<file path="src/rtl/counter_gen.sv">
// counter_gen: parametrised up/down counter with enable, clear, load,
// wrap/saturate boundary mode, clock prescaler, registered wrap pulse and
// sticky overflow flag.
module counter_gen #(
    parameter int unsigned     WIDTH    = 4,
    parameter longint unsigned MAX_VAL  = (64'd1 << WIDTH) - 64'd1,
    parameter int unsigned     PRESCALE = 1
) (
    input  logic             clk,
    input  logic             rst,
    input  logic             en,
    input  logic             up,
    input  logic             sat_mode,
    input  logic             clr,
    input  logic             load,
    input  logic [WIDTH-1:0] load_val,
    input  logic             ovf_clr,
    output logic [WIDTH-1:0] count,
    output logic             wrap,
    output logic             ovf
);

    localparam int unsigned     PW       = (PRESCALE > 1) ? $clog2(PRESCALE) : 1;
    localparam logic [WIDTH-1:0] MAX_C   = MAX_VAL[WIDTH-1:0];
    localparam logic [PW-1:0]    PRE_LAST = PW'(PRESCALE - 1);

    logic [WIDTH-1:0] cnt_q, cnt_d;
    logic [PW-1:0]    pre_q, pre_d;
    logic             wrap_q, wrap_d;
    logic             ovf_q, ovf_d;
    logic             boundary;

    // Next-state: clr > load > prescaled counting step; boundary drives wrap/ovf.
    always_comb begin
        cnt_d    = cnt_q;
        pre_d    = pre_q;
        boundary = 1'b0;
        if (clr) begin
            cnt_d = '0;
            pre_d = '0;
        end else if (load) begin
            cnt_d = (load_val > MAX_C) ? MAX_C : load_val;
            pre_d = '0;
        end else if (en) begin
            if (pre_q == PRE_LAST) begin
                pre_d = '0;
                // Compares use == against the bounds, so MAX_C = all-ones never overflows.
                if (up) begin
                    if (cnt_q == MAX_C) begin
                        boundary = 1'b1;
                        cnt_d    = sat_mode ? MAX_C : '0;
                    end else begin
                        cnt_d = cnt_q + 1'b1;
                    end
                end else begin
                    if (cnt_q == '0) begin
                        boundary = 1'b1;
                        cnt_d    = sat_mode ? '0 : MAX_C;
                    end else begin
                        cnt_d = cnt_q - 1'b1;
                    end
                end
            end else begin
                pre_d = pre_q + 1'b1;
            end
        end
        wrap_d = boundary;
        ovf_d  = boundary | (ovf_q & ~ovf_clr);
    end

    // State registers with synchronous active-high reset.
    always_ff @(posedge clk) begin
        if (rst) begin
            cnt_q  <= '0;
            pre_q  <= '0;
            wrap_q <= 1'b0;
            ovf_q  <= 1'b0;
        end else begin
            cnt_q  <= cnt_d;
            pre_q  <= pre_d;
            wrap_q <= wrap_d;
            ovf_q  <= ovf_d;
        end
    end

    assign count = cnt_q;
    assign wrap  = wrap_q;
    assign ovf   = ovf_q;

endmodule

</file>
<file path="config.mk">
export PLATFORM = sky130hd
export DESIGN_NAME = counter_gen
export DESIGN_NICKNAME = d
export VERILOG_FILES = /design/src/rtl/counter_gen.sv
export SDC_FILE = /design/constraint.sdc
export NUM_CORES = 1
export LEC_CHECK = 0
export ABC_CLOCK_PERIOD_IN_PS = 3670
export CORE_MARGIN = 2
export CORE_UTILIZATION = 30
export DETAILED_ROUTE_END_ITERATION = 10
export HOLD_SLACK_MARGIN = 0.12
export PLACE_DENSITY = 0.65
export SETUP_SLACK_MARGIN = 0.05
export SYNTH_ARGS = -nofsm -noshare
export SYNTH_HDL_FRONTEND = slang
export SYNTH_SLANG_ARGS = --single-unit
</file>
<file path="constraint.sdc">
create_clock -name clk -period 3.67 [get_ports clk]
set_input_delay 0.9175 -clock clk [delete_from_list [all_inputs] [get_ports clk]]
set_output_delay 0.9175 -clock clk [all_outputs]
set_load 0.02 [all_outputs]
</file>
### Word-level counts from Yosys, hierarchy flattened

Cells that the tools add are included.

| word-level totals | value |
|---|---|
| output and inout port bits | 6 |
| input bits | 12 |
| word-level logic and storage cells | 35 |
| register bits after elaboration | 7 |

| cells by class | value |
|---|---|
| bitwise logic cells | 3 |
| add/subtract/negate cells | 3 |
| equal/unequal tests | 2 |
| reductions and logical operators | 5 |
| $lt $le $gt $ge | 1 |
| muxes and demuxes | 17 |

Operators with widths:

| kind | count |
|---|---|
| two-way mux 4 bit | 9 |
| two-way mux 1 bit | 8 |
| adder 4 x 1 -> 4 bit, second input constant | 1 |
| equality test 4 bit, second input constant | 1 |
| greater-than comparator 4 bit, second input constant | 1 |
| logical NOT 4 bit | 1 |
| subtractor 4 x 1 -> 4 bit, second input constant | 1 |
| OR reduction 3 bit | 1 |
| != test 2 bit, second input constant | 1 |
| AND reduction 2 bit | 1 |
| nonzero test 2 bit | 1 |
| OR reduction 2 bit | 1 |
| adder 1 bit, second input constant | 1 |
| bitwise AND 1 bit | 1 |
| inverter 1 bit | 1 |
| OR 1 bit | 1 |

### Logic depth before layout (Yosys ltp)

| depth | value |
|---|---|
| depth in word-level cells | 8 |
| mapped depth | 6 |
| mapped depth without buffers | 6 |

### Worst setup path before layout

Ideal clock, no wire load.

| timing | value |
|---|---|
| kind | in2reg |
| start point | in up |
| end point | reg cnt_q[0], in the netlist count[0] |
| path buffers | 1 |
| setup time | 0.117 ns |
| arrival | 1.693 ns |
| cell stages on the path | 5 |
| required time | 3.553 ns |
| setup slack | 1.860 ns |
| cell sequence | buf_6 nand2b_4 o31ai_4 o221ai_2 a32o_1 |

| on the way | value |
|---|---|
| word-level cells in the longest chain between the ends | 4 |

RTL lines:

| what | line | text |
|---|---|---|
| start, declared | 12 | `input logic up,` |
| two-way mux 4 bit | 48 | `if (up) begin` |
| two-way mux 4 bit | 45 | `if (pre_q == PRE_LAST) begin` |
| two-way mux 4 bit | 44 | `end else if (en) begin` |
| two-way mux 4 bit | 41 | `end else if (load) begin` |
| end signal, assigned | 79 | `cnt_q <= cnt_d;` |
| end, declared | 27 | `logic [WIDTH-1:0] cnt_q, cnt_d;` |

Every way passes these cells. The select of a mux whose other input is x is not followed.
A chain may end at the register's enable or synchronous reset.

### Final worst setup path

| timing | value |
|---|---|
| start point | reg cnt_q[2], in the netlist count[2] |
| end point | out count[2] |

RTL lines:

| what | line | text |
|---|---|---|
| end, declared | 18 | `output logic [WIDTH-1:0] count,` |

No word-level cell between the ends.

==> impl_metrics.tcl <==
set metrics [dict create \
    cp-start-kind "flip-flop" \
    critPathKind "reg -> out" \
    die_y_um 46.9 \
    drive_gt1_share_pct 11.3 \
    fmax_mhz 396 \
    slowest_delay_ns 0.71 \
    synth_compound_area_share_pct 30.1 \
    syn_nets 77 \
    drt_iter0_markers 12 \
    finalSetupViolations 0 \
    cp_num_cells 1 \
    status "finished clean" \
    synth_xor_area_share_pct 0 \
    crit_path_end_kind "primary output" \
    p_leak_nw 0.284 \
    syn_to_final_growth_pct 34.4 \
    synthAdderAreaFrac_pct 4.52 \
    grtUsageTotal_pct 13.1 \
    grt.overflow.total 0 \
    antenna_left 0 \
    finalCritPeriodShare_pct 68.8 \
    relSlewSlack_pct 63.6 \
    post-cts-setup-buffer-count 0 \
    hold_start "ovf" \
    power_switching_share_pct 28.5 \
    ys_ff_latch 6 \
    peakVddDrop_uv 202 \
    io_buffer_count 17 \
    worstHoldPathCells 1 \
    power.switching_w 0.0000545 \
    grt_max_degree 14 \
    cts_buffer_depth 2 \
    worst_pin_slew_ns 0.545 \
    p_clk_share_pct 29.9 \
    synth.distinct_cells 32 \
    power.density_mw_per_mm2 258 \
    initial_utilization_pct 32.0 \
    cp_top_family "buffers and inverters" \
    clk_pin_slew_worst_paths_ns 0.04 \
    internal-power_w 0.000137 \
    fin_area_um2 743 \
    cp_max_fo 13 \
    h-tree-depth 1 \
    seq_area_frac_synth_pct 21.7 \
    routabilityCongestion 0.789 \
    antenna_found_initial 0 \
    synthMuxAreaShare_pct 5.66 \
    synth_top_family_by_area "compound AO/OA/AOI/OAI gates" \
    path_cells "clkdlybuf4s50_1" \
    cap_violations 0 \
    synth.avg_cell_area_um2 8.78 \
    postPlaceCellArea_um2 721 \
    n_fill_cell 187 \
    path_buf_inv 1 \
    rsz0062_at_grt "no" \
    startpoint "count[2]" \
    clock_skew_ns 0.00396 \
    cts_hold_buf 0 \
    r2r_setup_slack_ns 2.00 \
    insertion_delay_ns 0.24 \
    grt_pass1_vias 486 \
    diodes 0 \
    pwr-share-comb_pct 30.8 \
    core_mm2 0.00173 \
    synthesis.area_um2 553 \
    vias 553 \
    vias_per_cell 5.27 \
    die-area_mm2 0.00220 \
    syn_inst 63 \
    crit_arrival_ns 1.61 \
    drtPass1Iterations 4 \
    finalHoldViolations 0 \
    ff2ff_path_depth 5 \
    hp-class "reg -> reg" \
    fin_nets 96 \
    cp.required_ns 2.75 \
    cts_buffers 3 \
    setup-tns-final_ns 0 \
    post-route-util_pct 43.0 \
    clock_sinks 6 \
    r2r-start "count[0]" \
    slew_violations 0 \
    post_cts_resized 0 \
    cts_root_buf "clkbuf_4" \
    crit_slowest_cell "clkdlybuf4s50_1" \
    power_w 0.000191 \
    cts_tree "done" \
    synthSimpleGateAreaFrac_pct 28.5 \
    grt_pass1_wl_mm 2.04 \
    p_seq_share_pct 39.3 \
    yosysWarningCount 0 \
    min_period_ns 2.53 \
    drc 0 \
    io_pins 18 \
    wl_per_cell_um 12.3 \
    drt_wl_total_mm 1.29 \
    whs_ns 0.447 \
    rows 15 \
    hpwl_mm 1.03 \
    die_w_um 46.9 \
]
-- logic make-up after synthesis --
group           after synthesis
compound gates               21
simple gates                 23
fa+ha+maj                     2
buf+inv                       8
mux                           3
flops                         6
-- cell usage after synthesis, drive strengths merged --
cell	instances	area, um^2
nand2b	3	26.3
ha	2	25.0
nor4b	1	15.0
a21o	1	7.51
dfxtp	6	120
o211a	1	10.0
inv	5	18.8
nor3	1	5.00
buf	3	33.8
nor2	5	18.8
a41o	1	10.0
mux2i	2	20.0
a31oi	3	18.8
nor3b	2	15.0
mux2	1	11.3
and2	1	6.26
nand3	3	15.0
nor2b	3	21.3
o31ai	1	21.3
o21ai	3	15.0
o211ai	1	7.51
a21oi	5	25.0
a32o	1	10.0
o32ai	1	8.76
o311ai	1	8.76
o221ai	2	23.8
or3	1	6.26
nand4	1	21.3
nand2	2	7.51
-- power groups by stage --
stage / Clock (W) / Combinational, W / Sequential (W)
2_1_floorplan: 0 / 0.0000366 / 0.0000754
3_3_place_gp: 0 / 0.0000580 / 0.0000764
3_5_place_dp: 0 / 0.0000587 / 0.0000764
4_1_cts: 0.0000612 / 0.0000590 / 0.0000753
5_1_grt: 0.0000671 / 0.0000638 / 0.0000758
6_report: 0.0000573 / 0.0000589 / 0.0000752
-- layout by cell type (no fill, tap or decap), types with 3 or more instances in the layout --
cell	count
o21ai_0	3
clkbuf_4	3
nand3_1	3
a21oi_1	5
a31oi_1	3
nor2_1	5
dfxtp_1	6
clkdlybuf4s50_1	17
inv_1	5
-- final timing paths --
check	to
setup / recovery	count[2]
hold / removal	ovf
setup reg to reg	count[1]
hold reg to reg	ovf
-- registers in the layout, summed over array words and instances, names as in the netlist --
register,flops
wrap,1
ovf,1
count,4
-- cell type report --
cell class / count / area (um^2) / share of cell area, %
Multi-Input combinational cell: 49 / 380 / 51.2
Timing Repair Buffer: 17 / 170 / 22.9
Sequential cell: 6 / 120 / 16.2
Tap cell: 25 / 31.3 / 4.21
Clock buffer: 3 / 22.5 / 3.03
Inverter: 5 / 18.8 / 2.53
-- metal layers --
metal	wire length, um	GRT usage (%)	up-vias
met4	0	6.67	0
met3	65	2.69	0
met2	624	20.3	16
met5	0	0	-
li1	-	-	280
met1	597	17.2	257
-- through the flow --
step / cells / worst slack [ns]
final: 105 / 1.14
after global routing: 105 / 1.05
after CTS: 105 / 1.10
after detailed placement: 102 / 1.22
after global placement: 102 / 1.25
after floorplan: 63 / 1.86
Power figures use the tool's default switching activity.
